<file path="config.mk">
export PLATFORM = sky130hd
export DESIGN_NAME = bcd_score_up_counter_flat
export DESIGN_NICKNAME = d
export VERILOG_FILES = /design/src/rtl/bcd_score_up_counter_if.sv /design/src/rtl/bcd_score_up_counter.sv /design/src/flat_wrapper.sv
export SDC_FILE = /design/constraint.sdc
export NUM_CORES = 1
export LEC_CHECK = 0
export ABC_AREA = 1
export CAP_MARGIN = 30
export CORE_ASPECT_RATIO = 1.1
export CORE_MARGIN = 1
export CORE_UTILIZATION = 41
export CTS_BUF_LIST = sky130_fd_sc_hd__clkbuf_4 sky130_fd_sc_hd__clkbuf_8
export DETAILED_ROUTE_END_ITERATION = 8
export PLACE_DENSITY = 0.71
export SYNTH_ARGS = -nofsm -noshare
export SYNTH_HDL_FRONTEND = slang
export SYNTH_SLANG_ARGS = --single-unit
</file>
<file path="constraint.sdc">
create_clock -name clk -period 4.41 [get_ports clk]
set_input_delay 0.882 -clock clk [delete_from_list [all_inputs] [get_ports clk]]
set_output_delay 0.882 -clock clk [all_outputs]
set_load 0.01 [all_outputs]
</file>
<file path="src/rtl/bcd_score_up_counter_if.sv">
// Score counter request/status bundle: the requester drives clear and add
// requests, the counter returns the handshake, the BCD score and its flags.
interface bcd_score_up_counter_if #(
    parameter int DIGITS = 4
);
    logic                  clear;
    logic                  add_valid;
    logic [3:0]            add_value;
    logic                  add_ready;
    logic [4*DIGITS-1:0]   score;
    logic                  busy;
    logic                  done;
    logic                  overflow;

    modport master (
        output clear, add_valid, add_value,
        input  add_ready, score, busy, done, overflow
    );

    modport slave (
        input  clear, add_valid, add_value,
        output add_ready, score, busy, done, overflow
    );
endinterface

</file>
<file path="src/rtl/bcd_score_up_counter.sv">
// Multi-digit BCD score accumulator: adds 0..9 points per request and ripples
// the carry one digit per clock, saturating at all nines with a sticky overflow.
module bcd_score_up_counter #(
    parameter int DIGITS = 4
) (
    input  logic                    clk,
    input  logic                    resetN,
    bcd_score_up_counter_if.slave   bus
);
    localparam int IW = (DIGITS > 1) ? $clog2(DIGITS) : 1;

    typedef enum logic {IDLE, ADD} state_t;

    state_t              state_q, state_d;
    logic [IW-1:0]       idx_q, idx_d;
    logic                carry_q, carry_d;
    logic [3:0]          v_q, v_d;
    logic [4*DIGITS-1:0] score_q, score_d;
    logic                done_q, done_d;
    logic                ovf_q, ovf_d;

    logic [3:0]          digit;
    logic [4:0]          sum;
    logic [4:0]          wrapped;

    always_ff @(posedge clk or negedge resetN) begin
        if (!resetN) begin
            state_q <= IDLE;
            idx_q   <= '0;
            carry_q <= 1'b0;
            v_q     <= '0;
            score_q <= '0;
            done_q  <= 1'b0;
            ovf_q   <= 1'b0;
        end else begin
            state_q <= state_d;
            idx_q   <= idx_d;
            carry_q <= carry_d;
            v_q     <= v_d;
            score_q <= score_d;
            done_q  <= done_d;
            ovf_q   <= ovf_d;
        end
    end

    always_comb begin
        state_d = state_q;
        idx_d   = idx_q;
        carry_d = carry_q;
        v_d     = v_q;
        score_d = score_q;
        done_d  = 1'b0;
        ovf_d   = ovf_q;

        // The latched value only enters at the least significant digit.
        digit   = score_q[4*idx_q +: 4];
        sum     = {1'b0, digit} + {4'b0000, carry_q}
                + ((idx_q == '0) ? {1'b0, v_q} : 5'd0);
        wrapped = sum - 5'd10;

        if (bus.clear) begin
            state_d = IDLE;
            idx_d   = '0;
            carry_d = 1'b0;
            score_d = '0;
            ovf_d   = 1'b0;
        end else begin
            case (state_q)
                IDLE: begin
                    if (bus.add_valid) begin
                        v_d     = (bus.add_value > 4'd9) ? 4'd9 : bus.add_value;
                        idx_d   = '0;
                        carry_d = 1'b0;
                        state_d = ADD;
                    end
                end
                ADD: begin
                    if (sum > 5'd9) begin
                        if (idx_q == IW'(DIGITS - 1)) begin
                            score_d = {DIGITS{4'h9}};
                            ovf_d   = 1'b1;
                            state_d = IDLE;
                            done_d  = 1'b1;
                        end else begin
                            score_d[4*idx_q +: 4] = wrapped[3:0];
                            idx_d   = idx_q + IW'(1);
                            carry_d = 1'b1;
                        end
                    end else begin
                        score_d[4*idx_q +: 4] = sum[3:0];
                        state_d = IDLE;
                        done_d  = 1'b1;
                    end
                end
                default: state_d = IDLE;
            endcase
        end
    end

    assign bus.add_ready = (state_q == IDLE) && !bus.clear;
    assign bus.score     = score_q;
    assign bus.busy      = (state_q == ADD);
    assign bus.done      = done_q;
    assign bus.overflow  = ovf_q;
endmodule

</file>
<file path="src/flat_wrapper.sv">
// flat-port wrapper written by rule: the top's interface ports become plain ports
module bcd_score_up_counter_flat 
#(
    parameter int DIGITS = 4
)
  (clk, resetN, bus_clear, bus_add_valid, bus_add_value, bus_add_ready, bus_score, bus_busy, bus_done, bus_overflow);
  bcd_score_up_counter_if #(.DIGITS(DIGITS)) bus_i ();
  input  logic clk;
  input  logic resetN;
  input wire logic [$bits(bus_i.clear)-1:0] bus_clear;
  input wire logic [$bits(bus_i.add_valid)-1:0] bus_add_valid;
  input wire logic [$bits(bus_i.add_value)-1:0] bus_add_value;
  output wire logic [$bits(bus_i.add_ready)-1:0] bus_add_ready;
  output wire logic [$bits(bus_i.score)-1:0] bus_score;
  output wire logic [$bits(bus_i.busy)-1:0] bus_busy;
  output wire logic [$bits(bus_i.done)-1:0] bus_done;
  output wire logic [$bits(bus_i.overflow)-1:0] bus_overflow;
  assign bus_i.clear = bus_clear;
  assign bus_i.add_valid = bus_add_valid;
  assign bus_i.add_value = bus_add_value;
  assign bus_add_ready = bus_i.add_ready;
  assign bus_score = bus_i.score;
  assign bus_busy = bus_i.busy;
  assign bus_done = bus_i.done;
  assign bus_overflow = bus_i.overflow;
  bcd_score_up_counter #(.DIGITS(DIGITS)) u_core (.clk(clk), .resetN(resetN), .bus(bus_i));
endmodule
</file>
Word-level counts from Yosys, hierarchy flattened
Cells that the tools add are included.
Word-level totals
  flip-flop bits (word level): 26
  bits in latches: 0
  logic and storage cells: 64
  bits in read-only memories: 0
  output and inout port bits: 20
  memories kept: 0
  bits in writable memories: 0
  input bits: 8
Cells by class
  bitwise logic cells: 2
  shifts and indexed selects: 4
  add/sub/neg operators: 5
  $lt $le $gt $ge: 2
  reductions and logical operators: 9
  $mul: 0
  div/mod/pow operators: 0
  mux-type cells: 31
  equal/unequal tests: 4
Operators by type and width (count)
  variable part select 4 x 34 -> 16 bit: 2
  2-to-1 mux 16 bit: 4
  negator 4 -> 34 bit: 1
  variable shift 4 x 34 -> 16 bit (first input constant): 1
  bitwise mux 16 bit: 2
  2-to-1 mux 1 bit: 16
  variable part select 16 x 5 -> 4 bit: 1
  != test 3 bit (second input constant): 3
  AND reduction 3 bit: 3
  2-to-1 mux 2 bit: 4
  2-to-1 mux 4 bit: 2
  nonzero test 2 bit: 3
  adder 4 x 1 -> 5 bit: 1
  adder 5 x 4 -> 5 bit: 1
  > comparator 5 x 4 -> 1 bit (second input constant): 1
  > comparator 4 bit (second input constant): 1
  one-hot mux 1 bit (2 select lines): 2
  one-hot mux 2 bit (2 select lines): 1
  subtractor 4 bit (second input constant): 1
  adder 2 x 1 -> 2 bit (second input constant): 1
  equality test 2 bit (second input constant): 1
  logical NOT 2 bit: 1
  inverter 1 bit: 2
  logical AND 1 bit: 1
  logical NOT 1 bit: 1

Depth between registers and ports, before layout
Gate-level depths: netlist of the first run.
  depth after elaboration: 10
  mapped depth: 19
  mapped depth without buffers: 16

Worst setup path before layout of the first run
No wires, ideal clock.
  path type: reg-to-reg
  from: register u_core.idx_q[0]
  to: register u_core.score_q[10], in the netlist u_core.bus.score[10]
  data required time: 4334 ps
  setup time: 76 ps
  setup slack: 611 ps
  cell stages (with the launch flop): 17
  data arrival time: 3723 ps
  cell sequence: dfrtp_1 buf_2 clkinv_1 clkbuf_1 ha_1 clkbuf_1 nand2_1 fa_1 fa_1 xor2_2 ha_1 or2_2 nor2_1 nand3_1 o21ai_2 nand3_1 o21ai_1
On the way
  word-level cells in the longest chain between the ends: 10
Ends and longest elaborated chain
  from (decl): line bcd_score_up_counter.sv:15  | logic [IW-1:0] idx_q, idx_d;
  from (signal assigned): line bcd_score_up_counter.sv:37  | idx_q <= idx_d;
  variable part select 16 x 5 -> 4 bit or logical NOT 2 bit (tied branches): line bcd_score_up_counter.sv:56, bcd_score_up_counter.sv:58
  adder 4 x 1 -> 5 bit or 2-to-1 mux 4 bit (tied branches): line bcd_score_up_counter.sv:57, bcd_score_up_counter.sv:58
  adder 5 x 4 -> 5 bit: line bcd_score_up_counter.sv:58  | + ((idx_q == '0) ? {1'b0, v_q} : 5'd0);
  subtractor 4 bit: line bcd_score_up_counter.sv:59  | wrapped = sum - 5'd10;
  variable part select 4 x 34 -> 16 bit: line bcd_score_up_counter.sv:85  | score_d[4*idx_q +: 4] = wrapped[3:0];
  bitwise mux 16 bit: line bcd_score_up_counter.sv:85
  2-to-1 mux 16 bit: line bcd_score_up_counter.sv:79  | if (idx_q == IW'(DIGITS - 1)) begin
  2-to-1 mux 16 bit (*): line bcd_score_up_counter.sv:78  | if (sum > 5'd9) begin
  2-to-1 mux 16 bit (*): line bcd_score_up_counter.sv:68  | case (state_q)
  2-to-1 mux 16 bit (*): line bcd_score_up_counter.sv:61  | if (bus.clear) begin
  to (signal assigned): line bcd_score_up_counter.sv:40  | score_q <= score_d;
  to (decl): line bcd_score_up_counter.sv:18  | logic [4*DIGITS-1:0] score_q, score_d;
Every way passes the cells marked *; elsewhere a longest branch is shown, timed or not. The select of a mux whose other input is x is not followed.
A chain may end at the register's enable or synchronous reset.

Worst setup path after layout of the first run
  from: register u_core.idx_q[1]
  to: register u_core.idx_q[1]
On the way
  word-level cells in the longest chain between the ends: 6
Ends and longest elaborated chain (line)
  variable part select 16 x 5 -> 4 bit or logical NOT 2 bit (tied branches): bcd_score_up_counter.sv:56, bcd_score_up_counter.sv:58
  adder 4 x 1 -> 5 bit or 2-to-1 mux 4 bit (tied branches): bcd_score_up_counter.sv:57, bcd_score_up_counter.sv:58
  adder 5 x 4 -> 5 bit: bcd_score_up_counter.sv:58
  > comparator 5 x 4 -> 1 bit: bcd_score_up_counter.sv:78
  != test 3 bit (no source line)
  AND reduction 3 bit (no source line)
Parallel ways exist; a longest one is shown, timed or not. The select of a mux whose other input is x is not followed.

==> results.yml, run 1 <==
clock_network:
  clock-sinks: 26
  cts_root_buf: "clkbuf_8"
  cts_made_buffers: 3
  post-cts-setup-buffer-count: 0
  clkTransAtPathRegs_ns: 0.10
  hold_buffers: 0
  htree_levels: 1
  clk-insertion-delay-late_ns: 0.27
  post_cts_resized: 0
  clock_path_buffers: 2
  cts_tree: "built"
grt:
  antenna_found_initial: 0
  grt_usage_pct: 22.1
  grt_pass1_vias: 1662
  gr-total-overflow: 0
  grt_pass1_wl_mm: 8.08
  grt_max_degree: 27
final_layout:
  drive_above_1_share_pct: 7.29
  finalNetCount: 309
  area_delta_synth_final_pct: 20.5
  diodes: 0
  final_cell_area_um2: 2310
setup_path:
  crit_path_end_kind: "flip-flop"
  crit_arrival_ns: 3.75
  worst-r2r-setup-slack_ns: 0.82
  cp_max_fo: 15
  cp-start-kind: "flip-flop"
  criticalPathCategory: "flip-flop to flip-flop"
  crit_required_ns: 4.56
placement:
  gp_congestion: 0.971
  portBuffers: 27
  dpl.hpwl_mm: 3.83
  postPlaceCellArea_um2: 2230
routing:
  vias_per_cell: 5.42
  vias: 1854
  postRouteAntennaNets: 0
  wl_mm: 4.94
  drcViolationCount: 0
  wl_per_cell_um: 14.4
  drt_pre_antenna_iters: 4
  first_iter_violations: 162
timing:
  slew_headroom_pct: 72.2
  worst-slew-pin-transition_ns: 0.413
  rsz0062_at_grt: "false"
  post-route-min-period_ns: 3.59
  hold_viol: 0
  fmax_mhz: 278
  tns_ns: 0
  post-route-period-util_pct: 81.5
  drv_slew: 0
  finalSetupViolCount: 0
  clock_skew_ns: 0.00939
floorplanning:
  die-height_um: 73.6
  coreArea_um2: 4380
  die_area_um2: 4940
  fp.dieW_um: 67.1
  fp-row-count: 25
  ios: 28
  initial_core_util_pct: 43.7
yosys:
  synthCells: 262
  syn_area_um2: 1910
  synth-edff-count: 0
  syn_nets: 282
  ys_ff_latch: 26
  yosys_warnings: 0
  ys_async_sr_fraction_pct: 100
  synth_top_area_cell: "dfrtp_1"
  synth_ff_type: "dfrtp_1"
  ys_types: 33
  synth.most_common_cell: "nand2_1"
  ys_top_cells_by_count: "nand2_1 (65), nand3_1 (29), dfrtp_1 (26)"
  synth_seq_area_share_pct: 34.0
  avgSynthCellArea_um2: 7.30
  yosys.area.top_type_share_pct: 34.0
  synth_area_leaders: "dfrtp_1 (34%), nand2_1 (13%), nand3_1 (7.6%), ha_1 (6.5%), inv_1 (4.5%)"
power_and_ir_drop:
  finalPower_w: 0.00157
  leakagePower_nw: 1.08
  p_per_area_nw_per_um2: 682
  peakVddDrop_uv: 299
status:
  status: "finished clean"
flow_run:
  cap_violations: 0
worst_hold_path:
  min_path_type: "flip-flop to flip-flop"
## registers in the layout, summed over array words and instances (netlist names)
| signal | cells |
|---|---|
| u_core.bus.score | 16 |
| u_core.v_q | 4 |
| u_core.idx_q | 2 |
| u_core.bus.busy | 1 |
| u_core.bus.done | 1 |
| u_core.bus.overflow | 1 |
| u_core.carry_q | 1 |
## placed cells by master (no fill, tap or decap)
master and instances:
o311ai_1 1, nand3_4 1, o21ai_2 2, inv_2 1
o21ai_0 14, clkinv_1 3, fa_1 2, a32oi_1 2
a21oi_4 1, nand3b_1 1, inv_1 23, ha_1 10
nand3_1 29, buf_4 3, o31ai_1 3, nand2_1 65
nor3_1 7, o21a_1 1, dfrtp_1 26, a21boi_4 1
a32o_1 1, o21ai_1 8, or2_2 1, o211ai_1 2
xor2_2 1, clkbuf_8 3, nand2_2 5, nand4_1 11
nor2_1 22, nand2_4 1, clkdlybuf4s50_1 27, o22ai_1 2
bufinv_16 1, a21oi_1 7
## routing by layer
| layer | vias up | global-route usage (%) | routed length (um) |
|---|---|---|---|
| met5 | - | 0 | 0 |
| met4 | 0 | 5.67 | 78 |
| met3 | 6 | 3.88 | 274 |
| met2 | 72 | 36.3 | 2280 |
| met1 | 840 | 29.6 | 2310 |
| li1 | 936 | - | - |
## metrics by stage
step,setup slack (ns),utilization [%],hold WS [ns],instances
3_5_place_dp,0.885,51.0,0.476,338
6_report,0.816,52.7,0.495,342
5_1_grt,0.531,52.7,0.507,342
2_1_floorplan,0.611,-,0.453,262
3_3_place_gp,0.960,51.0,0.465,338
4_1_cts,0.854,52.7,0.496,342
## layout make-up
type	instances	area [um^2]
Clock buffer	3	41.3
Sequential cell	26	651
Tap cell	54	67.6
Timing Repair Buffer	30	293
Fill cell	451	2070
Inverter	27	101
Multi-Input combinational cell	201	1120
Clock inverter	1	30.0
## report_power, final
group	switching, W	total [W]	internal (W)	leakage (nW)
clock network	0.0000764	0.000198	0.000121	0.0357
registers	0.0000470	0.000342	0.000295	0.351
logic	0.000652	0.00103	0.000380	0.691
total	0.000775	0.00157	0.000797	1.08
## critical path, stage by stage, from the launching register on
cell     delay (ns)
dfrtp_1        0.46
inv_2          0.18
ha_1           0.41
nand2_1        0.13
fa_1           0.45
fa_1           0.45
xor2_2         0.23
ha_1           0.23
inv_1          0.11
nand3_4        0.13
nand2_4        0.20
nand2_1        0.10
a21oi_1        0.24
o21ai_0        0.13
## cells by family (layout without fill, tap and decap cells)
kind of cell / Yosys count / count (layout) / synth area share (%)
AOI/OAI and AO/OA: 45 / 45 / 15.2
adders and majority gates: 12 / 12 / 8.63
xor gates and xnor gates: 1 / 1 / 0.850
and+or+nand+nor: 143 / 143 / 33.9
buffers and inverters: 35 / 61 / 7.32
DFF: 26 / 26 / 34.0
## worst paths after layout
check | from | end | depth (start not counted)
worst max-delay path | u_core.idx_q[1] | u_core.idx_q[1] | 13
worst min-delay path | u_core.bus.overflow | u_core.bus.overflow | 2
worst max register to register | u_core.idx_q[1] | u_core.idx_q[1] | 13
worst min register to register | u_core.bus.overflow | u_core.bus.overflow | 2
max in group asynchronous | resetN | u_core.v_q[0] | 2
min in group asynchronous | resetN | u_core.bus.score[13] | 2
Power figures use the tool's default switching activity.
==> inputs of run 2 (changes only) <==
--- a/config.mk
+++ b/config.mk
@@ -12,7 +12,7 @@
 export CORE_UTILIZATION = 41
 export CTS_BUF_LIST = sky130_fd_sc_hd__clkbuf_4 sky130_fd_sc_hd__clkbuf_8
 export DETAILED_ROUTE_END_ITERATION = 8
-export PLACE_DENSITY = 0.71
+export PLACE_DENSITY = 0.73
 export SYNTH_ARGS = -nofsm -noshare
 export SYNTH_HDL_FRONTEND = slang
 export SYNTH_SLANG_ARGS = --single-unit
==> constraint.sdc (replaced) <==
create_clock -name clk -period 3.2 [get_ports clk]
set_input_delay 0.64 -clock clk [delete_from_list [all_inputs] [get_ports clk]]
set_output_delay 0.64 -clock clk [all_outputs]
set_load 0.01 [all_outputs]
==> run 2 against run 1 <==
Against the previous run:
- critical path depth increased by 1
- utilization increased by 1.9 points
- die area did not move
- count of clock-buffer cells in the layout is the same
- via count rose by 2.5%
- cell count grew 1.5%
- clock power is 41% higher
- non-clock buffer count grew 5
- combinational power rose by 51%
- sequential share of layout area is 0.89 points lower
- global-route usage grew 1.7 points
- routed wire length rose by 8.4%
- critical endpoint is now u_core.idx_q[0]
==> results.yml, run 2 (same netlist as run 1, synthesis figures left out) <==
status:
  status: "finished clean"
setup_path:
  cp-start-kind: "flip-flop"
  crit_arrival_ns: 3.20
  crit_path_end_kind: "flip-flop"
  crit_required_ns: 3.37
  cp_max_fo: 15
  criticalPathCategory: "flip-flop to flip-flop"
final_layout:
  drive_above_1_share_pct: 11.6
  layout_common_cells: "nand2_1 (65), nand3_1 (29), clkdlybuf4s50_1 (27)"
  largest_reg_flops: 16
  area_delta_synth_final_pct: 24.9
  layout.cells.most_common: "nand2_1"
  final_util_pct: 54.6
  fin_cells: 347
  final_cell_area_um2: 2390
  finalNetCount: 314
  diodes: 0
timing:
  rsz0062_at_grt: "false"
  finalSetupViolCount: 0
  drv_slew: 0
  clock_skew_ns: 0.00301
  hold_viol: 0
  tns_ns: 0
  slew_headroom_pct: 70.7
  post-route-min-period_ns: 3.04
  fmax_mhz: 329
  worst-slew-pin-transition_ns: 0.438
  post-route-period-util_pct: 94.8
routing:
  drcViolationCount: 0
  wl_mm: 5.36
  vias_per_cell: 5.48
  first_iter_violations: 175
  postRouteAntennaNets: 0
  vias: 1900
  drt_pre_antenna_iters: 4
  wl_per_cell_um: 15.4
floorplanning:
  initial_core_util_pct: 43.7
  die_area_um2: 4940
  ios: 28
  fp.dieW_um: 67.1
  coreArea_um2: 4380
  die-height_um: 73.6
  fp-row-count: 25
clock_network:
  cts_tree: "built"
  clkTransAtPathRegs_ns: 0.10
  clock_path_buffers: 2
  cts_root_buf: "clkbuf_8"
  clk-insertion-delay-late_ns: 0.28
  clock-sinks: 26
  cts_made_buffers: 3
  htree_levels: 1
placement:
  postPlaceCellArea_um2: 2270
  dpl.hpwl_mm: 4.04
  portBuffers: 27
  dp_cells: 341
  gp_congestion: 0.960
power_and_ir_drop:
  peakVddDrop_uv: 398
  leakagePower_nw: 1.10
  p_per_area_nw_per_um2: 966
  finalPower_w: 0.00231
flow_run:
  cap_violations: 0
grt:
  antenna_found_initial: 0
  grt_usage_pct: 23.8
  grt_max_degree: 27
  grt_pass1_vias: 1796
  grt_pass1_wl_mm: 8.67
  gr-total-overflow: 0
worst_hold_path:
  min_path_type: "flip-flop to flip-flop"
-- run 2: power by group --
group | switching, W | internal (W) | total [W]
clock | 0.000111 | 0.000168 | 0.000279
sequential | 0.0000620 | 0.000407 | 0.000469
combinational | 0.000962 | 0.000598 | 0.00156
-- run 2: metal layers --
layer  GRT usage [%]  vias up  routed length [um]
li1                -      952                   -
met1            31.5      858                2320
met2            38.7       75                2610
met3            3.73       15                 295
met4            8.75        0                 137
met5               0        -                   0
-- run 2: cell type report --
type                    count  area [um^2]
clock inverters             1         30.0
multi-input cells         201         1160
repair buffers             35          330
flip-flops and latches     26          653
clock buffers               3         41.3
well taps                  54         67.6
inverters                  27          106
fillers                   424         1990
-- run 2: path summary, 6_finish.rpt --
| path | start | to | slack [ns] | cells past startpoint |
|---|---|---|---|---|
| max | u_core.idx_q[1] | u_core.idx_q[0] | 0.16 | 14 |
| min | u_core.v_q[1] | u_core.v_q[1] | 0.50 | 2 |
| max reg2reg | u_core.idx_q[1] | u_core.idx_q[0] | 0.16 | 14 |
| min reg2reg | u_core.v_q[1] | u_core.v_q[1] | 0.50 | 2 |
| max in group asynchronous | resetN | u_core.idx_q[0] | 2.20 | 2 |
| min in group asynchronous | resetN | u_core.bus.score[2] | 0.73 | 2 |
-- run 2: worst max-delay path, cell delays in order, from the launching register on --
cell and delay (ns):
dfrtp_2 0.47, inv_2 0.10, a21oi_1 0.05, a32o_1 0.23
fa_2 0.38, fa_2 0.41, xor2_4 0.18, ha_1 0.20
inv_1 0.11, nand3_4 0.15, nand2_8 0.16, nand2_1 0.10
nor2_1 0.19, nand2_1 0.06, o21ai_0 0.12
-- run 2: per-stage QoR --
stage	hold WS (ns)	setup slack, ns
after floorplan	0.344	0.0239
after global placement	0.469	0.192
after detailed placement	0.477	0.131
after CTS	0.503	0.102
after global routing	0.516	0.00425
final	0.497	0.165
-- run 2: timing repair --
item	4_1_cts	5_1_grt
resized for setup	0	6
setup buffers	0	2
setup endpoints to repair	0	12
hold buffers	0	0
==> inputs of run 3 (changes only) <==
--- a/config.mk
+++ b/config.mk
@@ -8,7 +8,7 @@
 export ABC_AREA = 1
 export CAP_MARGIN = 30
 export CORE_ASPECT_RATIO = 1.1
-export CORE_MARGIN = 1
+export CORE_MARGIN = 5
 export CORE_UTILIZATION = 41
 export CTS_BUF_LIST = sky130_fd_sc_hd__clkbuf_4 sky130_fd_sc_hd__clkbuf_8
 export DETAILED_ROUTE_END_ITERATION = 8
==> run 3 against run 2 <==
Against the previous run:
- sequential share of layout area down 0.071 points
- total power down 0.87%
- worst hold slack worse by 0.0048 ns
- die area up 24%
- clock power up 1%
- critical path depth down 1
- non-clock buffer count up 2
- critical endpoint is now u_core.bus.score[10]
- largest power group unchanged
- highest routed layer unchanged
==> results.yml, run 3 (same netlist as run 1, synthesis figures left out) <==
routing:
  drcViolationCount: 0
  drt-met1-wl_mm: 2.24
  vias_per_cell: 5.59
  route.top_layer_used: "met4"
  wl_met2_mm: 2.42
  postRouteAntennaNets: 0
  wl_mm: 5.33
  vias: 1962
  first_iter_violations: 178
  drt_pre_antenna_iters: 5
  wl_per_cell_um: 15.2
  met3WireLength_um: 406
timing:
  finalSetupViolCount: 0
  drv_slew: 0
  rsz0062_at_grt: "false"
  slew_headroom_pct: 75.8
  tns_ns: 0
  hold_viol: 0
  fmax_mhz: 329
  setup_slack_ns: 0.160
  worst-slew-pin-transition_ns: 0.363
  post-route-min-period_ns: 3.04
  post-route-period-util_pct: 95.0
  clock_skew_ns: 0.00436
setup_path:
  critPathMaxStageDelay_ns: 0.46
  crit_path_end_kind: "flip-flop"
  path_cells: "clkinv_4 > nand2_1 > a32o_1 > fa_2 > fa_2 > xor2_4 > ha_1 > or2_2 > nor2_1 > nand3_1 > o21ai_2 > nand3_1 > o21ai_1"
  cpMaxStageDelayCell: "dfrtp_2"
  crit_required_ns: 3.42
  crit_arrival_ns: 3.26
  worst_r2r_path_depth: 13
  cp-start-kind: "flip-flop"
  criticalPathCategory: "flip-flop to flip-flop"
  cp_max_fo: 10
placement:
  pre_cts_slack_ns: 0.0863
  gp_congestion: 0.982
  portBuffers: 27
  dpl.hpwl_mm: 4.06
power_and_ir_drop:
  leakagePower_nw: 1.11
  netSwitchingFraction_pct: 49.3
  p_int_w: 0.00116
  combPwrFrac_pct: 67.1
  clkPwrFrac_pct: 12.4
  power.switching_w: 0.00113
  peakVddDrop_uv: 389
  seq_power_share_pct: 20.5
  p_per_area_nw_per_um2: 955
worst_hold_path:
  min_path_type: "flip-flop to flip-flop"
  holdPathStages: 2
final_layout:
  layout.cells.most_common: "nand2_1"
  drive_above_1_share_pct: 11.5
  layout_common_cells: "nand2_1 (65), nand3_1 (29), clkdlybuf4s50_1 (27)"
  area_delta_synth_final_pct: 25.2
  largest_reg_flops: 16
  diodes: 0
  finalNetCount: 316
clock_network:
  clkTransAtPathRegs_ns: 0.10
  cts_tree: "built"
  clock-sinks: 26
  htree_levels: 1
  clk-insertion-delay-late_ns: 0.28
  hold_buffers: 0
  cts_made_buffers: 3
  clock_path_buffers: 2
  cts_root_buf: "clkbuf_8"
floorplanning:
  die_area_um2: 6130
  ios: 28
  initial_core_util_pct: 41.7
  die-height_um: 81.6
  fp-row-count: 26
  fp.dieW_um: 75.1
  coreArea_um2: 4590
flow_run:
  cap_violations: 0
grt:
  grt_pass1_wl_mm: 9.03
  grt_pass1_vias: 1929
  grt_max_degree: 27
  antenna_found_initial: 0
  grt_usage_pct: 19.1
  gr-total-overflow: 0
status:
  status: "finished clean"
## run 3: worst paths after layout
kind	from	to	slack (ns)
max	u_core.idx_q[0]	u_core.bus.score[10]	0.16
min	u_core.v_q[2]	u_core.v_q[2]	0.49
max reg2reg	u_core.idx_q[0]	u_core.bus.score[10]	0.16
min reg2reg	u_core.v_q[2]	u_core.v_q[2]	0.49
max in group asynchronous	resetN	u_core.idx_q[0]	2.22
min in group asynchronous	resetN	u_core.bus.score[7]	0.71
## run 3: metrics by stage
stage / hold slack [ns] / cell area [um^2] / power (W) / utilization [%] / instances
2_1_floorplan: 0.344 / 1950 / 0.00155 / - / 262
3_3_place_gp: 0.465 / 2280 / 0.00189 / 49.7 / 344
4_1_cts: 0.500 / 2350 / 0.00221 / 51.3 / 348
6_report: 0.492 / 2400 / 0.00229 / 52.2 / 351
3_5_place_dp: 0.475 / 2280 / 0.00191 / 49.7 / 344
5_1_grt: 0.514 / 2400 / 0.00249 / 52.2 / 351
## run 3: power groups by stage
stage                     registers, W  clock network (W)  logic, W
after floorplan               0.000487                  0   0.00107
after global placement        0.000473                  0   0.00142
after detailed placement      0.000475                  0   0.00144
after CTS                     0.000469           0.000288   0.00145
after global routing          0.000475           0.000301   0.00172
final                         0.000469           0.000283   0.00154
## run 3: layer usage
layer / GRT usage, % / vias up
met2: 30.5 / 113
met4: 10.5 / 0
met1: 24.4 / 875
met5: 0 / -
li1: - / 951
met3: 3.06 / 23
## run 3: repair_timing
| action | in CTS | in global routing |
|---|---|---|
| resized for setup | 0 | 4 |
| endpoints found under the setup margin | 0 | 14 |
| buffers inserted | 0 | 3 |
## run 3: cell type report
class,instances,area (um^2)
fillers,439,2190
multi-input cells,201,1150
flip-flops and latches,26,653
repair buffers,37,345
inverters,27,106
well taps,56,70.1
clock buffers,3,41.3
clock inverters,1,30.0
## run 3: critical path: cells and delay by family (launching register included)
kind | cells | cell delay (ns)
AO/OA/AOI/OAI | 3 | 0.49
XOR/XNOR | 1 | 0.17
adder cells (fa/ha/maj) | 3 | 1.11
buffers and inverters | 1 | 0.10
flip-flops | 1 | 0.46
AND/OR/NAND/NOR | 5 | 0.63
